$ cat src/rtl/cdb_arbiter_pkg.sv
// Shared system definitions for the CDB arbiter: tag width, lane count, invalid tag
// and the CDB_PACKET lane type.
`ifndef N
`define N 2
`endif
`ifndef PHYS_REG_SZ_R10K
`define PHYS_REG_SZ_R10K 64
`endif

package cdb_arbiter_pkg;

  localparam int PHYS_REG_IDX_BIG = 7;
  localparam int CDB_LANES        = `N;

  typedef logic [PHYS_REG_IDX_BIG-1:0] phys_tag_t;

  localparam phys_tag_t INVALID_TAG = PHYS_REG_IDX_BIG'(`PHYS_REG_SZ_R10K);

  typedef struct packed {
    phys_tag_t tag;
    logic      valid;
  } CDB_PACKET;

  // An invalid lane always carries the invalid tag so consumers never see a stale one.
  function automatic CDB_PACKET cdb_pkt(input phys_tag_t tag, input logic valid);
    CDB_PACKET p;
    p.valid = valid;
    p.tag   = valid ? tag : INVALID_TAG;
    return p;
  endfunction

endpackage

$ cat src/rtl/cdb_arbiter_checker.sv
// cdb_arbiter_checker: simulation-only protocol checks on the requester side --
// an ungranted request must be held with a stable tag until it is granted.
module cdb_arbiter_checker
  import cdb_arbiter_pkg::*;
#(
  parameter int NUM_FU = 6
) (
  input logic                                 clock,
  input logic                                 reset,
  input logic                                 squash,
  input logic [NUM_FU-1:0]                    fu_valid,
  input logic [NUM_FU-1:0]                    fu_ready,
  input logic [NUM_FU-1:0][PHYS_REG_IDX_BIG-1:0] fu_tag
);

  // A squash releases requesters from their obligation to hold.
  for (genvar i = 0; i < NUM_FU; i++) begin : g_hold
    hold_until_granted : assert property (
      @(posedge clock) disable iff (reset)
      (fu_valid[i] && !fu_ready[i] && !squash) |=> (fu_valid[i] && (fu_tag[i] == $past(fu_tag[i])))
    );
  end

endmodule

$ cat src/rtl/cdb_arbiter_rr_pick_n.sv
// rr_pick_n: combinational rotating-priority selector that picks up to LANES of
// NUM_REQ requests, searching from ptr and filling lanes in search order.
module rr_pick_n #(
  parameter int NUM_REQ = 6,
  parameter int LANES   = 2,
  parameter int IDX_W   = $clog2(NUM_REQ)
) (
  input  logic [NUM_REQ-1:0]          req,
  input  logic [IDX_W-1:0]            ptr,
  output logic [NUM_REQ-1:0]          grant,
  output logic [LANES-1:0]            lane_vld,
  output logic [LANES-1:0][IDX_W-1:0] lane_idx
);

  localparam int LW = (LANES > 1) ? $clog2(LANES) : 1;

  logic [IDX_W:0] sum;
  logic [IDX_W:0] idx;
  logic [LW:0]    filled;

  // Walk all requesters once from ptr, wrapping at NUM_REQ, until the lanes are full.
  always_comb begin
    grant    = '0;
    lane_vld = '0;
    lane_idx = '0;
    filled   = '0;
    sum      = '0;
    idx      = '0;
    for (int off = 0; off < NUM_REQ; off++) begin
      sum = {1'b0, ptr} + (IDX_W+1)'(off);
      idx = (sum >= (IDX_W+1)'(NUM_REQ)) ? (sum - (IDX_W+1)'(NUM_REQ)) : sum;
      if (req[idx[IDX_W-1:0]] && (filled < (LW+1)'(LANES))) begin
        grant[idx[IDX_W-1:0]]    = 1'b1;
        lane_vld[filled[LW-1:0]] = 1'b1;
        lane_idx[filled[LW-1:0]] = idx[IDX_W-1:0];
        filled                   = filled + (LW+1)'(1);
      end else begin
      end
    end
  end

endmodule

$ cat src/rtl/cdb_arbiter.sv
// cdb_arbiter: grants up to `N completing functional units per cycle round-robin and
// broadcasts their tags one cycle later. Optional starvation guard: CDB_STARVE_GUARD_EN.
module cdb_arbiter
  import cdb_arbiter_pkg::*;
#(
  parameter int NUM_FU       = 6,
  parameter int STARVE_LIMIT = 8
) (
  input  logic                                    clock,
  input  logic                                    reset,
  input  logic [NUM_FU-1:0]                       fu_valid,
  input  logic [NUM_FU-1:0][PHYS_REG_IDX_BIG-1:0] fu_tag,
  input  logic                                    squash,
  output logic [NUM_FU-1:0]                       fu_ready,
  output logic [CDB_LANES-1:0][PHYS_REG_IDX_BIG-1:0] cdb_tags,
  output logic [CDB_LANES-1:0]                    cdb_valid
);

  localparam int IDX_W = (NUM_FU > 1) ? $clog2(NUM_FU) : 1;

  if ((NUM_FU < CDB_LANES) || (CDB_LANES < 2) || (STARVE_LIMIT < 1)) begin : g_cfg_err
    $error("cdb_arbiter: needs NUM_FU >= lanes >= 2 and STARVE_LIMIT >= 1");
  end

  logic [IDX_W-1:0]                rr_ptr;
  logic [IDX_W-1:0]                rr_ptr_nxt;
  logic [IDX_W-1:0]                last_idx;
  logic [NUM_FU-1:0]               pick_req;
  logic [NUM_FU-1:0]               pick_grant;
  logic [NUM_FU-1:0]               grant;
  logic [CDB_LANES-1:0]            pick_vld;
  logic [CDB_LANES-1:0]            lane_vld;
  logic [CDB_LANES-1:0][IDX_W-1:0] pick_idx;
  logic [CDB_LANES-1:0][IDX_W-1:0] lane_idx;
  CDB_PACKET [CDB_LANES-1:0]       cdb_q;
  CDB_PACKET [CDB_LANES-1:0]       cdb_d;

  rr_pick_n #(
    .NUM_REQ (NUM_FU),
    .LANES   (CDB_LANES),
    .IDX_W   (IDX_W)
  ) u_pick (
    .req      (pick_req),
    .ptr      (rr_ptr),
    .grant    (pick_grant),
    .lane_vld (pick_vld),
    .lane_idx (pick_idx)
  );

`ifdef CDB_STARVE_GUARD_EN
  localparam int CNT_W = $clog2(STARVE_LIMIT + 1);

  logic [NUM_FU-1:0][CNT_W-1:0] wait_cnt;
  logic                         starve_hit;
  logic [IDX_W-1:0]             starve_idx;
  logic [NUM_FU-1:0]            starve_oh;
  logic [NUM_FU-1:0]            drop_oh;

  // Lowest-index requester whose wait has reached STARVE_LIMIT.
  always_comb begin
    starve_hit = 1'b0;
    starve_idx = '0;
    for (int i = NUM_FU - 1; i >= 0; i--) begin
      if (fu_valid[i] && (wait_cnt[i] >= CNT_W'(STARVE_LIMIT))) begin
        starve_hit = 1'b1;
        starve_idx = IDX_W'(i);
      end else begin
      end
    end
  end

  assign starve_oh = starve_hit ? (NUM_FU'(1) << starve_idx) : '0;
  assign pick_req  = fu_valid & ~starve_oh;

  // Starved FU takes lane 0; round-robin picks shift up and the overflow pick is dropped.
  always_comb begin
    drop_oh  = '0;
    lane_vld = pick_vld;
    lane_idx = pick_idx;
    if (starve_hit) begin
      lane_vld = {pick_vld[CDB_LANES-2:0], 1'b1};
      lane_idx = {pick_idx[CDB_LANES-2:0], starve_idx};
      if (pick_vld[CDB_LANES-1]) begin
        drop_oh = NUM_FU'(1) << pick_idx[CDB_LANES-1];
      end else begin
        drop_oh = '0;
      end
    end else begin
      lane_vld = pick_vld;
      lane_idx = pick_idx;
    end
  end

  assign grant = (pick_grant & ~drop_oh) | starve_oh;

  // Wait counters: count ungranted cycles, saturate at the limit, clear on grant or squash.
  always_ff @(posedge clock or posedge reset) begin
    if (reset) begin
      wait_cnt <= '0;
    end else begin
      for (int i = 0; i < NUM_FU; i++) begin
        if (squash || grant[i]) begin
          wait_cnt[i] <= '0;
        end else if (fu_valid[i] && (wait_cnt[i] < CNT_W'(STARVE_LIMIT))) begin
          wait_cnt[i] <= wait_cnt[i] + CNT_W'(1);
        end else begin
          wait_cnt[i] <= wait_cnt[i];
        end
      end
    end
  end
`else
  assign pick_req = fu_valid;
  assign lane_vld = pick_vld;
  assign lane_idx = pick_idx;
  assign grant    = pick_grant;
`endif

  assign fu_ready = (reset || squash) ? '0 : grant;

  // Pointer moves past the FU on the highest used lane; squash or no grant leaves it.
  always_comb begin
    last_idx   = rr_ptr;
    rr_ptr_nxt = rr_ptr;
    for (int l = 0; l < CDB_LANES; l++) begin
      if (lane_vld[l]) begin
        last_idx = lane_idx[l];
      end else begin
      end
    end
    if (squash || (lane_vld == '0)) begin
      rr_ptr_nxt = rr_ptr;
    end else if (last_idx == IDX_W'(NUM_FU - 1)) begin
      rr_ptr_nxt = '0;
    end else begin
      rr_ptr_nxt = last_idx + IDX_W'(1);
    end
  end

  // Next broadcast per lane; a squash empties every lane.
  always_comb begin
    cdb_d = '0;
    for (int l = 0; l < CDB_LANES; l++) begin
      cdb_d[l] = cdb_pkt(fu_tag[lane_idx[l]], lane_vld[l] && !squash);
    end
  end

  // Broadcast and pointer registers.
  always_ff @(posedge clock or posedge reset) begin
    if (reset) begin
      rr_ptr <= '0;
      for (int l = 0; l < CDB_LANES; l++) begin
        cdb_q[l] <= cdb_pkt(INVALID_TAG, 1'b0);
      end
    end else begin
      rr_ptr <= rr_ptr_nxt;
      cdb_q  <= cdb_d;
    end
  end

  // Unpack the registered lanes onto the output ports.
  always_comb begin
    cdb_tags  = '0;
    cdb_valid = '0;
    for (int l = 0; l < CDB_LANES; l++) begin
      cdb_tags[l]  = cdb_q[l].tag;
      cdb_valid[l] = cdb_q[l].valid;
    end
  end

`ifndef SYNTHESIS
  cdb_arbiter_checker #(
    .NUM_FU (NUM_FU)
  ) u_chk (
    .clock    (clock),
    .reset    (reset),
    .squash   (squash),
    .fu_valid (fu_valid),
    .fu_ready (fu_ready),
    .fu_tag   (fu_tag)
  );
`endif

endmodule

$ cat config.mk
export PLATFORM = sky130hd
export DESIGN_NAME = cdb_arbiter
export DESIGN_NICKNAME = d
export VERILOG_FILES = /design/src/rtl/cdb_arbiter_pkg.sv /design/src/rtl/cdb_arbiter_checker.sv /design/src/rtl/cdb_arbiter_rr_pick_n.sv /design/src/rtl/cdb_arbiter.sv
export SDC_FILE = /design/constraint.sdc
export NUM_CORES = 1
export LEC_CHECK = 0
export CORE_ASPECT_RATIO = 0.6
export CORE_MARGIN = 4
export CORE_UTILIZATION = 55
export CTS_BUF_LIST = sky130_fd_sc_hd__clkbuf_8
export CTS_CLUSTER_SIZE = 12
export DETAILED_ROUTE_END_ITERATION = 8
export HOLD_SLACK_MARGIN = 0.15
export PLACE_DENSITY = 0.87
export REMOVE_ABC_BUFFERS = 1
export SYNTH_ARGS = -nofsm -noshare
export SYNTH_HDL_FRONTEND = slang
export SYNTH_SLANG_ARGS = --single-unit
$ cat constraint.sdc
create_clock -name clock -period 15.9 [get_ports clock]
set_input_delay 2.385 -clock clock [delete_from_list [all_inputs] [get_ports clock]]
set_output_delay 2.385 -clock clock [all_outputs]
set_load 0.05 [all_outputs]
Word-level counts from Yosys, hierarchy flattened --
Cells that the tools add are included.
Operators by class: add/subtract/negate cells 16, magnitude comparators 35, equal/unequal tests 1, muxes and demuxes 88, bitwise operators 10, reductions and logical operators 22
Operator list (count):
- two-way mux 6 bit | 12
- two-way mux 3 bit | 15
- binary-select mux 7 bit (select 3 bit) | 2
- < comparator 3 x 4 -> 1 bit (second input constant) | 8
- bitwise mux 6 bit | 5
- bitwise OR 6 bit | 5
- two-way mux 7 bit | 4
- >= comparator 4 x 3 -> 1 bit (second input constant) | 5
- two-way mux 1 bit | 19
- binary-select mux 1 bit (select 3 bit) | 6
- demux 1 bit (select 3 bit) | 6
- >= comparator 3 x 1 -> 1 bit (second input constant) | 6
- logical AND 1 bit | 18
- two-way mux 2 bit | 9
- subtractor 3 bit (second input constant) | 6
- demux 3 bit (select 1 bit) | 5
- < comparator 1 x 2 -> 1 bit (second input constant) | 6
- adder 3 x 2 -> 4 bit (second input constant) | 2
- adder 3 x 3 -> 4 bit (second input constant) | 2
- < comparator 2 bit (second input constant) | 4
- bitwise OR 2 bit | 4
- adder 2 x 1 -> 2 bit (second input constant) | 3
- demux 1 bit (select 1 bit) | 5
- >= comparator 1 bit (second input constant) | 5
- other kinds (9) | 10
Storage, ports and cells: bits in registers 19

Longest topological paths before layout --
word-level depth 27, depth in mapped cells 23, depth with buffers taken out 17

By module --
From an unflattened synthesis, not the netlist that was laid out.
Unflattened totals: cell total of the unflattened synthesis 318, area total of the unflattened synthesis 2839.0 um2
By module, submodules not included:
- rr_pick_n | instances 1, cells an instance 203, area each 1437.6 um2
- cdb_arbiter | instances 1, cells an instance 115, area each 1401.3 um2

Worst setup path before layout --
OpenSTA, ideal clock, no wires.
path kind input-to-output, start point input port fu_valid[5], end point output port fu_ready[1], data arrival time 6.070 ns, data required time 13.515 ns, path slack 7.445 ns, stages on the path 13, path buffers 0, cell sequence mux2i_1 > mux2i_1 > a21oi_1 > inv_1 > ha_1 > nor2_1 > o211ai_1 > mux2i_1 > xnor2_1 > nor3_2 > o41ai_1 > nor2_1 > a211oi_1
Between the ends: longest elaborated chain between the ends 19, elaborated cells on any way between the ends 43, classes of those cells add/sub: 4; order compare: 5; mux: 24; bitwise: 5; reduce/logical: 5
RTL lines:
- start: declaration | line cdb_arbiter.sv:11 | input logic [NUM_FU-1:0] fu_valid,
- binary-select mux 1 bit (select 3 bit) | line cdb_arbiter_rr_pick_n.sv:32 | if (req[idx[IDX_W-1:0]] && (filled < (LW+1)'(LANES))) begin
- two-way mux 1 bit (not written as such) | line cdb_arbiter_rr_pick_n.sv:32
- two-way mux 1 bit | line cdb_arbiter_rr_pick_n.sv:32
- < comparator 1 x 2 -> 1 bit | line cdb_arbiter_rr_pick_n.sv:32
- logical AND 1 bit | line cdb_arbiter_rr_pick_n.sv:32
- two-way mux 2 bit | line cdb_arbiter_rr_pick_n.sv:32
- < comparator 2 bit | line cdb_arbiter_rr_pick_n.sv:32
- logical AND 1 bit | line cdb_arbiter_rr_pick_n.sv:32
- (+3 left out)
- two-way mux 2 bit | line cdb_arbiter_rr_pick_n.sv:32
- < comparator 2 bit | line cdb_arbiter_rr_pick_n.sv:32
- logical AND 1 bit | line cdb_arbiter_rr_pick_n.sv:32
- two-way mux 2 bit | line cdb_arbiter_rr_pick_n.sv:32
- < comparator 2 bit | line cdb_arbiter_rr_pick_n.sv:32
- logical AND 1 bit | line cdb_arbiter_rr_pick_n.sv:32
- two-way mux 6 bit * | line cdb_arbiter_rr_pick_n.sv:32
- two-way mux 6 bit * | line cdb_arbiter.sv:119 | assign fu_ready = (reset || squash) ? '0 : grant;
- end: declaration | line cdb_arbiter.sv:14 | output logic [NUM_FU-1:0] fu_ready,
Every way passes the cells marked *; elsewhere a longest branch is shown, timed or not. The select of a mux whose other input is x is not followed.

Worst setup path in the final report --
Same ends and word-level chain as after synthesis.

==> results_tabular.tex <==
\begin{tabular}{lr}
\hline
Metric & Value \\
\hline
\multicolumn{2}{l}{\textbf{Routing}} \\
Routed WL per cell & 21.1 um \\
Routed vias/inst & 6.59 \\
Antenna violation net count after detailed routing & 0 \\
Drt total wl & 10.9 mm \\
Via total after detailed routing & 3,387 \\
DRT iter0 DRCs & 413 \\
TritonRoute pass-1 iters & 5 \\
DRC errors left & 0 \\
\multicolumn{2}{l}{\textbf{Synthesis}} \\
Xor/xnor share of the synthesized area & 0.0243 \\
Seq cells post-synth & 19 \\
Post-synth top area cell & sky130\_fd\_sc\_hd\_\_mux2i\_1 \\
Multiplexer fraction of the synthesized cell area & 0.248 \\
Syn\_area\_per\_cell & 8.38 um2 \\
Dominant combinational cell family by area after synthesis & compound AO/OA/AOI/OAI gates \\
Area share of the largest cell type after synthesis & 0.159 \\
Largest cells by area after synthesis & sky130\_fd\_sc\_hd\_\_mux2i\_1 16\%, sky130\_fd\_sc\_hd\_\_dfrtp\_1 14\%, sky130\_fd\_sc\_hd\_\_mux2\_2 6.1\% \\
Post-synth EDFFs & 0 \\
Synth cell types & 78 \\
Complex-gate fraction of the synthesized area & 0.304 \\
Combined area of all synthesized cells & 3140 um2 \\
Sequential element share of the synthesized area & 0.152 \\
Number of instances in the synthesized netlist & 375 \\
Warnings, synthesis & 0 \\
Main flop type after synthesis & sky130\_fd\_sc\_hd\_\_dfrtp\_1 \\
Post-Synth Adder-Cell Area & 0.0478 \\
Fraction of registers with async set or reset after synthesis & 1.00 \\
Simple-Gate Fraction of Synth Area & 0.173 \\
\multicolumn{2}{l}{\textbf{Floorplanning}} \\
Chip width & 106 um \\
Number of rows created at floorplan & 21 \\
Area of the die & 7030 um2 \\
Die Y-Extent & 66.6 um \\
Total I/O pin count & 73 \\
Initial core utilization & 0.567 \\
Core region area & 5540 um2 \\
\multicolumn{2}{l}{\textbf{Hold path}} \\
Min-Delay Path Depth & 2 \\
Class of the most critical hold timing path & flip-flop to flip-flop \\
Sink of the worst hold path & rr\_ptr[1]\$\_DFFE\_PP0N\_ \\
Startpoint of the tightest hold check path & rr\_ptr[1]\$\_DFFE\_PP0N\_ \\
\multicolumn{2}{l}{\textbf{Cells and area}} \\
Commonest non-fill, non-tap cell in the layout & sky130\_fd\_sc\_hd\_\_clkdlybuf4s50\_1 \\
Most frequent cells in the layout & 72 x sky130\_fd\_sc\_hd\_\_clkdlybuf4s50\_1, 50 x sky130\_fd\_sc\_hd\_\_mux2i\_1, 34 x sky130\_fd\_sc\_hd\_\_nor2\_1 \\
Share of final-layout standard cells stronger than drive strength 1 & 0.115 \\
Final cell area excluding filler cells & 3910 um2 \\
Nets & 498 \\
Layout-stage area growth over the synthesis result & 24.2\% \\
Count of inserted antenna diode cells & 0 \\
\multicolumn{2}{l}{\textbf{Clocking}} \\
Clock Root Buffer & sky130\_fd\_sc\_hd\_\_clkbuf\_8 \\
Count of hold buffers inserted by post-cts repair & 0 \\
Clock transition time at the flip-flop clock pins of the worst setup and hold paths & 0.07 ns \\
Number of CTS-inserted buffers & 3 \\
H-tree lvl count & 1 \\
Clock network latency to the later pin of the worst-skew pair & 0.26 ns \\
Bufs on Longest Clock Path & 2 \\
TritonCTS clock tree & done \\
Setup fix buffers added after clock tree synthesis & 0 \\
Number of sinks on the clock net & 19 \\
Post-cts gate resize count & 0 \\
\multicolumn{2}{l}{\textbf{Place}} \\
Half-perimeter wire length after detailed placement & 8.67 mm \\
GPL Wtd Cong & 1.04 \\
DP Area & 3860 um2 \\
PortBufs & 72 \\
\multicolumn{2}{l}{\textbf{Worst setup path}} \\
Reg2reg setup slack & 9.48 ns \\
Kind of start point of the critical path & primary input \\
CP Data Arrival Time & 7.35 ns \\
Crit end category & primary output \\
Setup CP Type & primary input to primary output \\
Required time at the endpoint of the critical path & 13.52 ns \\
Worst R2R Start & rr\_ptr[1]\$\_DFFE\_PP0N\_ \\
Top fanout value on the critical path & 8 \\
FF-to-FF path depth & 17 \\
R2r endpoint & rr\_ptr[1]\$\_DFFE\_PP0N\_ \\
\multicolumn{2}{l}{\textbf{Flow run}} \\
Max-cap viol count & 0 \\
\multicolumn{2}{l}{\textbf{GRT}} \\
Number of global-route vias before repair & 3,282 \\
Number of antenna violations at the first check in global routing & 0 \\
Residual overflow from global routing & 0 \\
Wire length of the first global-routing pass & 17.2 mm \\
Largest net degree at the start of global routing & 31 \\
Overall fraction of global-route tracks in use & 0.311 \\
\multicolumn{2}{l}{\textbf{STA}} \\
Max\_slew headroom & 0.327 \\
Setup TNS & 0 ns \\
Fmax achieved & 103 MHz \\
Final Hold Fails & 0 \\
Post-route clock skew & 0.00170 ns \\
Time the worst path needs with I/O delays and setup & 9.73 ns \\
Worst slew pin tran & 1.01 ns \\
Tcrit/Tclk final & 0.612 \\
Final Max Tran Viols & 0 \\
RSZ-0062 raised after global routing & false \\
Final setup vio count & 0 \\
\multicolumn{2}{l}{\textbf{Run status}} \\
Result of the run & completed \\
\hline
\end{tabular}
## cells in the mapped netlist, types with 5 or more instances
cell type,n
sky130_fd_sc_hd__nor2_1,34
sky130_fd_sc_hd__o211ai_1,5
sky130_fd_sc_hd__ha_1,12
sky130_fd_sc_hd__nand2_1,28
sky130_fd_sc_hd__mux2_2,17
sky130_fd_sc_hd__inv_1,8
sky130_fd_sc_hd__nand2b_1,6
sky130_fd_sc_hd__o22ai_1,10
sky130_fd_sc_hd__clkbuf_1,5
sky130_fd_sc_hd__o21ai_1,7
sky130_fd_sc_hd__nor3_1,9
sky130_fd_sc_hd__buf_2,6
sky130_fd_sc_hd__a21oi_1,18
sky130_fd_sc_hd__a31oi_1,5
sky130_fd_sc_hd__a22o_1,5
sky130_fd_sc_hd__mux2i_1,50
sky130_fd_sc_hd__o22a_1,6
sky130_fd_sc_hd__a211oi_1,8
sky130_fd_sc_hd__dfrtp_1,17
sky130_fd_sc_hd__nand3_1,5
sky130_fd_sc_hd__o21ai_0,17
## registers in the layout (all words and copies together), names as in the netlist
| register | flops |
|---|---|
| cdb_valid | 2 |
| cdb_tags | 14 |
| rr_ptr | 3 |
## layout make-up
| cell class | count | area, um2 |
|---|---|---|
| clock buffer | 3 | 41.3 |
| clock inverter | 1 | 5.00 |
| fill | 436 | 1640 |
| inverter | 10 | 37.5 |
| multi-input combinational | 327 | 2510 |
| sequential | 19 | 478 |
| tap | 80 | 100 |
| timing repair buffer | 74 | 736 |
## stage by stage
stage	utilization	cells	setup WS [ns]	hold WS, ns
global placement	0.696	510	6.48	0.768
floorplan	-	356	7.38	0.664
finish	0.705	514	6.17	0.797
CTS	0.705	514	6.34	0.785
detailed placement	0.696	510	6.34	0.777
global route	0.705	514	5.91	0.855
## critical path: stages
cell	delay, ns
sky130_fd_sc_hd__clkdlybuf4s50_1	0.46
sky130_fd_sc_hd__mux2i_1	0.46
sky130_fd_sc_hd__mux2i_1	0.22
sky130_fd_sc_hd__a21oi_1	0.34
sky130_fd_sc_hd__inv_1	0.08
sky130_fd_sc_hd__ha_1	0.29
sky130_fd_sc_hd__nor2_1	0.52
sky130_fd_sc_hd__o211ai_1	0.27
sky130_fd_sc_hd__mux2i_1	0.23
sky130_fd_sc_hd__xnor2_1	0.31
sky130_fd_sc_hd__nor3_2	0.18
sky130_fd_sc_hd__o41ai_1	0.44
sky130_fd_sc_hd__nor2_1	0.07
sky130_fd_sc_hd__a211oi_1	0.23
sky130_fd_sc_hd__clkdlybuf4s50_1	0.84
## cells by family after synthesis
kind of cell | after synthesis
buf+inv | 29
fa+ha+maj | 12
simple gates | 110
xor+xnor | 7
compound gates | 126
mux | 72
flops | 19
## how the worst max path moves through the flow
stage | startpoint | endpoint | slack (ns)
final | fu_valid[5] | fu_ready[1] | 6.17
after global routing | fu_valid[5] | fu_ready[1] | 5.91
after CTS | fu_valid[5] | fu_ready[1] | 6.34
after detailed placement | fu_valid[5] | fu_ready[0] | 6.34
after global placement | fu_valid[5] | fu_ready[0] | 6.48
after floorplan | fu_valid[5] | fu_ready[1] | 7.38
## per-layer routing
metal  up-vias  wire, um  global-route usage
met5         -         0                   0
met2       199      4340               0.427
met1      1621      4990               0.464
li1       1557         -                   -
met4         0        89              0.0436
met3        10      1440               0.115
Power is not shown: default switching activity piles up to over one toggle a cycle in this logic, so the estimate is an artifact.
